$ cat config.mk
export PLATFORM = sky130hd
export DESIGN_NAME = led_blink_driver
export DESIGN_NICKNAME = d
export VERILOG_FILES = /design/src/rtl/led_blink_driver_pkg.sv /design/src/rtl/led_blink_driver_cycle_timer.sv /design/src/rtl/led_blink_driver.sv
export SDC_FILE = /design/constraint.sdc
export NUM_CORES = 1
export LEC_CHECK = 0
export BUFFER_PORTS_ARGS = -buffer_cell sky130_fd_sc_hd__clkbuf_2
export CORE_MARGIN = 2
export CORE_UTILIZATION = 55
export DETAILED_ROUTE_END_ITERATION = 10
export PLACE_DENSITY = 0.72
export SYNTH_ARGS = -nofsm -noshare
export SYNTH_HDL_FRONTEND = slang
export SYNTH_SLANG_ARGS = --single-unit
$ cat constraint.sdc
create_clock -name CLK -period 1.9 [get_ports CLK]
set_input_delay 0.285 -clock CLK [delete_from_list [all_inputs] [get_ports CLK]]
set_output_delay 0.285 -clock CLK [all_outputs]
set_load 0.02 [all_outputs]
$ cat src/rtl/led_blink_driver_pkg.sv
// Shared definitions for the LED blink driver: FSM state encoding, LED polarity helper, default timing.
package led_blink_driver_pkg;

  typedef logic [1:0] state_t;

  localparam state_t ST_IDLE = 2'd0;
  localparam state_t ST_ON   = 2'd1;
  localparam state_t ST_OFF  = 2'd2;

  // 0.5 s at a 50 MHz board clock
  localparam int DEFAULT_ON_CYCLES  = 25_000_000;
  localparam int DEFAULT_OFF_CYCLES = 25_000_000;
  localparam int DEFAULT_BLINKS     = 3;

  // Pin level for a given lit/dark request under the chosen LED polarity.
  function automatic logic led_level(input logic active_low, input logic lit);
    return lit ^ active_low;
  endfunction

endpackage

$ cat src/rtl/led_blink_driver_cycle_timer.sv
// Loadable down-counter; expire is high during the last cycle of a loaded interval (count == 1).
module led_blink_driver_cycle_timer #(
  parameter int W = 8
) (
  input  logic         clk,
  input  logic         reset,
  input  logic         load,
  input  logic [W-1:0] value,
  output logic         expire
);

  logic [W-1:0] cnt;

  // Stops at zero so an idle timer never wraps or re-fires.
  always_ff @(posedge clk) begin
    if (reset) begin
      cnt <= '0;
    end else if (load) begin
      cnt <= value;
    end else if (cnt != '0) begin
      cnt <= cnt - 1'b1;
    end
  end

  assign expire = (cnt == W'(1));

endmodule

$ cat src/rtl/led_blink_driver.sv
// Turns a one-cycle trigger into BLINK_COUNT timed LED blinks with busy/done status.
// All outputs are registered from the next-state decode, so they track the state register exactly.
module led_blink_driver
  import led_blink_driver_pkg::*;
#(
  parameter int ON_CYCLES      = DEFAULT_ON_CYCLES,
  parameter int OFF_CYCLES     = DEFAULT_OFF_CYCLES,
  parameter int BLINK_COUNT    = DEFAULT_BLINKS,
  parameter bit LED_ACTIVE_LOW = 1'b1
) (
  input  logic CLK,
  input  logic RESET,
  input  logic iTrig,
  input  logic iAbort,
  output logic oExtLed,
  output logic oBusy,
  output logic oDone
);

  localparam int PHASE_MAX = (ON_CYCLES > OFF_CYCLES) ? ON_CYCLES : OFF_CYCLES;
  localparam int PW = $clog2(PHASE_MAX + 1);
  localparam int BW = $clog2(BLINK_COUNT + 1);
  localparam logic [PW-1:0] ON_LOAD  = PW'(ON_CYCLES);
  localparam logic [PW-1:0] OFF_LOAD = PW'(OFF_CYCLES);
  localparam logic [BW-1:0] BLINK_LAST = BW'(BLINK_COUNT);

  state_t        state;
  state_t        state_nxt;
  logic [BW-1:0] blink;
  logic [BW-1:0] blink_nxt;
  logic          done_nxt;
  logic          load;
  logic [PW-1:0] load_val;
  logic          expire;

  led_blink_driver_cycle_timer #(.W(PW)) u_timer (
    .clk    (CLK),
    .reset  (RESET),
    .load   (load),
    .value  (load_val),
    .expire (expire)
  );

  // Every state change reloads the timer; returning to IDLE loads 0 to clear it.
  always_comb begin
    state_nxt = state;
    blink_nxt = blink;
    done_nxt  = 1'b0;
    load      = 1'b0;
    load_val  = '0;
    case (state)
      ST_IDLE: begin
        if (iTrig && !iAbort) begin
          state_nxt = ST_ON;
          blink_nxt = BW'(1);
          load      = 1'b1;
          load_val  = ON_LOAD;
        end
      end
      ST_ON: begin
        if (iAbort) begin
          state_nxt = ST_IDLE;
          blink_nxt = '0;
          load      = 1'b1;
        end else if (expire) begin
          load = 1'b1;
          if (blink < BLINK_LAST) begin
            state_nxt = ST_OFF;
            load_val  = OFF_LOAD;
          end else begin
            state_nxt = ST_IDLE;
            blink_nxt = '0;
            done_nxt  = 1'b1;
          end
        end
      end
      ST_OFF: begin
        if (iAbort) begin
          state_nxt = ST_IDLE;
          blink_nxt = '0;
          load      = 1'b1;
        end else if (expire) begin
          state_nxt = ST_ON;
          blink_nxt = blink + 1'b1;
          load      = 1'b1;
          load_val  = ON_LOAD;
        end
      end
      default: begin
        state_nxt = ST_IDLE;
        blink_nxt = '0;
        load      = 1'b1;
      end
    endcase
  end

  always_ff @(posedge CLK) begin
    if (RESET) begin
      state   <= ST_IDLE;
      blink   <= '0;
      oExtLed <= led_level(LED_ACTIVE_LOW, 1'b0);
      oBusy   <= 1'b0;
      oDone   <= 1'b0;
    end else begin
      state   <= state_nxt;
      blink   <= blink_nxt;
      oExtLed <= led_level(LED_ACTIVE_LOW, state_nxt == ST_ON);
      oBusy   <= (state_nxt != ST_IDLE);
      oDone   <= done_nxt;
    end
  end

endmodule
Yosys cells after proc, flatten, opt, wreduce, memory -nomap -nowiden
Index checks and enable logic that the tools add are counted.
{ "word_totals": {"mem_count": 0, "reg_bits": 32, "latch_bits": 0, "romBits": 0, "inputBits": 4, "ram_bits": 0} }
{ "classes": {"bitwise_logic": 3, "shift": 0, "div_mod_pow": 0, "mul": 0, "n_reduce_logical": 9, "magnitude_cmp": 1, "n_eq_ne": 8, "n_addsub": 2, "muxes": 28} }
{ "op_table": {"columns": ["operator", "count"], "rows": [
  ["two-way mux 25 bit", 8],
  ["one-hot mux 25 bit (3 select lines)", 1],
  ["== test 25 x 1 -> 1 bit (second input constant)", 1],
  ["nonzero test 25 bit", 1],
  ["subtractor 25 x 1 -> 25 bit (second input constant)", 1],
  ["two-way mux 2 bit", 12],
  ["one-hot mux 2 bit (3 select lines)", 2],
  ["inequality test 3 bit (second input constant)", 3],
  ["== test 2 x 1 -> 1 bit (second input constant)", 2],
  ["two-way mux 1 bit", 4],
  ["AND reduction 4 bit", 1],
  ["nonzero test 2 bit", 2],
  ["OR reduction 4 bit", 1],
  ["NOT 1 bit", 3],
  ["adder 2 x 1 -> 2 bit (second input constant)", 1],
  ["== test 2 bit (second input constant)", 1],
  ["logical NOT 2 bit", 1],
  ["< comparator 2 bit (second input constant)", 1],
  ["inequality test 2 bit (second input constant)", 1],
  ["one-hot mux 1 bit (2 select lines)", 1],
  ["OR reduction 2 bit", 1],
  ["logical AND 1 bit", 1],
  ["logical NOT 1 bit", 1]
]} }

Longest topological paths before layout
{ "logic_depth": {"ltp_word": 7, "ltp_mapped": 8, "mapped_depth_nobuf": 7} }

Cells and area by module
A second synthesis with hierarchy kept.
{ "hier_totals": {"hier_cells": 230, "area_unflattened_um2": 1961.9} }
{ "by_module_without_submodules": {"columns": ["mod", "seq_area_each_um2", "cells_per_inst", "area_per_inst_um2", "n_inst"], "rows": [
  ["led_blink_driver_cycle_timer", 500.5, 182, 1514.0, 1],
  ["led_blink_driver", 140.1, 48, 447.9, 1]
]} }

Worst setup path before layout
Ideal clock, no wire load.
{ "synth_timing": {"kind": "flip-flop to flip-flop", "from": "reg u_timer.cnt[2]", "to": "reg u_timer.cnt[11]", "arrival_time_ns": 1.623, "path_slack_ns": 0.153, "required_ns": 1.776, "stages_incl_launch_ff": 8, "synth_period_minus_slack_ns": 1.747, "path_cell_list": "dfxtp_1 > nor4_4 > and4b_1 > buf_6 > nand2_1 > o21ai_1 > buf_4 > o21ai_0"} }
{ "synth_via": {"elab_chain_len": 5, "elab_cells_between_ends": 14} }
{ "synth_rtl": {"columns": ["item", "line_no", "text"], "rows": [
  ["start, declared", "led_blink_driver_cycle_timer.sv:12", "logic [W-1:0] cnt;"],
  ["start signal, assigned", "led_blink_driver_cycle_timer.sv:19", "cnt <= value;"],
  ["start signal, assigned", "led_blink_driver_cycle_timer.sv:21", "cnt <= cnt - 1'b1;"],
  ["parallel branches: the longest is 5 deep, another holds subtractor 25 x 1 -> 25 bit", null, null]
]} }
Parallel ways; which one is timed is not known. The select of a mux whose other input is x is not followed.
A chain may end at the register's enable or synchronous reset.

Worst setup path after layout
{ "layout_timing": {"from": "reg u_timer.cnt[7]", "to": "reg blink[0]"} }
{ "layout_via": {"elab_chain_len": 3, "elab_cells_between_ends": 4} }
{ "layout_rtl": {"columns": ["item", "line_no", "text"], "rows": [
  ["== test 25 x 1 -> 1 bit *", "led_blink_driver_cycle_timer.sv:25", "assign expire = (cnt == W'(1));"],
  ["inequality test 3 bit (no line)", null, null],
  ["AND reduction 4 bit (no line) *", null, null],
  ["end signal, assigned", "led_blink_driver.sv:106", "blink <= blink_nxt;"],
  ["end, declared", "led_blink_driver.sv:29", "logic [BW-1:0] blink;"]
]} }
Every way passes the cells marked *; elsewhere a longest branch is shown, timed or not.

==> summary.md <==
| Metric | Value |
|---|---|
| Final TNS setup | 0 ps |
| Rel. slew slack | 64.14% |
| Final Skew | 6.878 ps |
| Row count | 20 |
| Synthesized instance count | approximately 210 |
| Post-synth EDFFs | 0 |
| Synth Area in Adders | 5.472% |
| Filler Cell Count | 287 |
| DR vias | ~1600 |
| Largest family of logic cells by synthesized area | simple AND/OR/NAND/NOR gates |
| H-Tree Depth | 2 |
| DRT iter0 DRCs | 89 |
| Post-DRT Antenna Nets | 0 |
| Core ar. | 3103 sq um |
| Synth Area in Compound Gates | 16.21% |
| Hold crit path type | input pin to flop |
| P per Cell Area | around 1700 nW/um^2 |
| Crit start category | flop |
| First-pass GRT wire length | 6672 um |
| Initial Utilization | 58.95% |
| GR Overflow Total | 0 |
| Share of layout cells above drive strength 1 | 23.18% |
| Final Cycle Share | 95.98% |
| Vias in the first global route | ~1500 |
| Routed wire length | 4086 um |
| Hold_ws | 154.4 ps |
| Tot Pwr | 3.495 mW |
| Critical Path Sink Type | flop |
| RSZ-0062 raised after global routing | true |
| Ports | 7 |
| CTS clock-pin slew for the worst setup and hold paths | approximately 100 ps |
| Pre-Repair DR Iteration Count | 4 |
| Min setup slack post-route | 76.43 ps |
| Share of the yosys chip area belonging to registers | 35.02% |
| Final nets | 244 |
| Worst Path Arrival | ~2100 ps |
| Worst slew pin tran | between 500 and 600 ps |
| Post-Syn Area | 1829 sq um |
| Synth Area in Simple Gates | a little over a quarter |
| Vias per std cell | 5.765 |
| Worst Path Required | 2150 ps |
| Setup Crit Path Kind | flop to flop |
| Clk buf depth | 2 |
| TritonCTS clock tree | built |
| Multiplexer share of the synthesized area | 0% |
| GRT Overall Usage | 23.98% |
| XOR/XNOR Fraction of Synth Area | a little under an eighth |
| Peak supply drop | 827.2 uV |
| Antenna diode count | 0 |
| Residual DRC | 0 |
| Number of setup violations in the final report | 0 |
| Outcome | finished, final reports clean |
| Wire length per cell | 14.75 um |
| Yosys reg bits | 32 |
| Pleak | 0.8093 nW |
| Die area | 3803 sq um |
| Synthesized area per cell | 8.923 sq um |
| Post-DP HPWL | 2977 um |
| Fin. max-slew vios | 0 |
| Syn. warnings | 0 |
| PortBufs | 6 |
| Pin count of the biggest net entering global routing | 14 |
| Worst-Skew Late Latency | 340 ps |
| Initial antenna violation count | 0 |
| Max Clk Rate | 548.4 MHz |
| CTS Sinks | 32 |
| Clock root buffer | clkbuf_4 |
| Final hold vios | 0 |
| Post-synth ARST share | 0% |
| TritonCTS Buffers | 5 |
| DIE WIDTH | 61.67 um |
| Die Y | 61.67 um |
| Pre-CTS setup slack | -26.80 ps |
| Worst-path fanout max | 5 |
| Synthesis-to-finish area growth | 15.73% |
| GPL Wtd Cong | 0.9263 |
| Final Critical Period | 1824 ps |
| Top FF cell, synth | dfxtp_1 |
| Max cap viols | 0 |
| Yosys cell types | between 40 and 50 |
| Syn Nets | 217 |
-- stage by stage --
step | instances | util [%] | cell area, sq um
after floorplan | 205 | - | 1829
after global placement | 265 | 63.99 | 1986
after detailed placement | 265 | 63.99 | 1986
after CTS | 273 | 66.01 | 2048
after global routing | 277 | 68.23 | 2117
final | 277 | 68.23 | 2117
-- synth_stat cells (2+ instances only) --
master	count	share of area, %
a211oi_1	4	1.6
a21oi_1	2	0.55
a311oi_1	10	4.8
a31oi_1	4	1.4
buf_2	2	0.55
buf_4	3	1.2
clkbuf_1	2	0.41
dfxtp_1	32	35
ha_1	8	5.5
inv_1	7	1.4
nand2_1	10	2.1
nand2b_1	2	0.68
nand3_1	5	1.4
nand4_1	6	2.1
nand4b_1	2	0.96
nor2_1	28	5.7
nor2b_1	2	0.68
nor3_1	9	2.5
nor4_2	2	1.4
nor4_4	2	2.3
o21ai_0	13	3.6
o21ai_1	2	0.55
or2_2	3	1.0
or2b_1	2	0.82
or3_1	2	0.68
xnor2_1	22	11
xor2_1	2	0.96
-- power by group --
group	leakage [nW]	switching, mW	total [mW]	internal, mW
Clock	0.0380	0.234	0.410	0.176
Sequential	0.264	0.219	1.08	0.857
Combinational	0.508	1.03	2.01	0.977
Total	0.809	1.48	3.49	2.01
-- final cells by class --
class | instances | area [sq um] | area share, %
Clock buffer | 6 | 51.30 | 2.423
Timing Repair Buffer | 29 | 202.7 | 9.574
Clock inverter | 2 | 10.01 | 0.4728
Tap cell | 44 | 55.05 | 2.600
Multi-Input combinational cell | 157 | 1130 | 53.37
Sequential cell | 32 | 641.9 | 30.32
Inverter | 7 | 26.28 | 1.241
-- path summary, 6_finish.rpt --
path	start	end	slack, ps	depth (start not counted)
setup / recovery	u_timer.cnt[7]	blink[0]	80	6
hold reg to reg	blink[1]	blink[1]	500	2
hold / removal	RESET	blink[1]	150	2
setup reg to reg	u_timer.cnt[7]	blink[0]	80	6
-- worst max-delay path: stages, from the launching register on --
cell and delay, ps:
dfxtp_2 360, nor4_4 440, nand4_1 190, buf_4 190, nor3_2 230, o31ai_1 100
a211oi_1 230
-- per-layer routing --
layer  share of wire, %  global-route usage (%)  vias up
met5                  0                       0        -
met4                1.1                   7.903        0
met3                3.5                   6.303        6
met2                 51                   41.05       25
met1                 45                   29.14      766
li1                   -                       -      800
-- layout by cell type, fill, tap and decap left out, types with 3 or more instances in the layout --
cell type	synthesis	layout
dfxtp_1	32	31
clkbuf_4	0	5
clkbuf_2	0	6
a311oi_1	10	9
ha_1	8	8
or2_2	3	3
nor3_1	9	8
nand3_1	5	5
xnor2_1	22	22
o21ai_0	13	13
nor2_1	28	28
buf_4	3	23
nand2_1	10	10
nor4_4	2	3
inv_1	7	7
a31oi_1	4	4
nand4_1	6	6
-- logic make-up after synthesis --
family | after synthesis
compound gates | 41
flops | 32
fa+ha+maj | 8
buf+inv | 16
simple gates | 84
xor+xnor | 24
-- flip-flops by register name, summed over array words and instances (netlist names) --
name,cells
u_timer.cnt,25
blink,2
state,2
oExtLed,1
oDone,1
oBusy,1
-- what timing repair did --
action	CTS	global route
resized for setup	1	9
hold buffers	0	0
setup buffers	0	4
pin swaps	1	8
setup endpoints to repair	6	30
No activity file was read; power rests on OpenSTA's default activity.
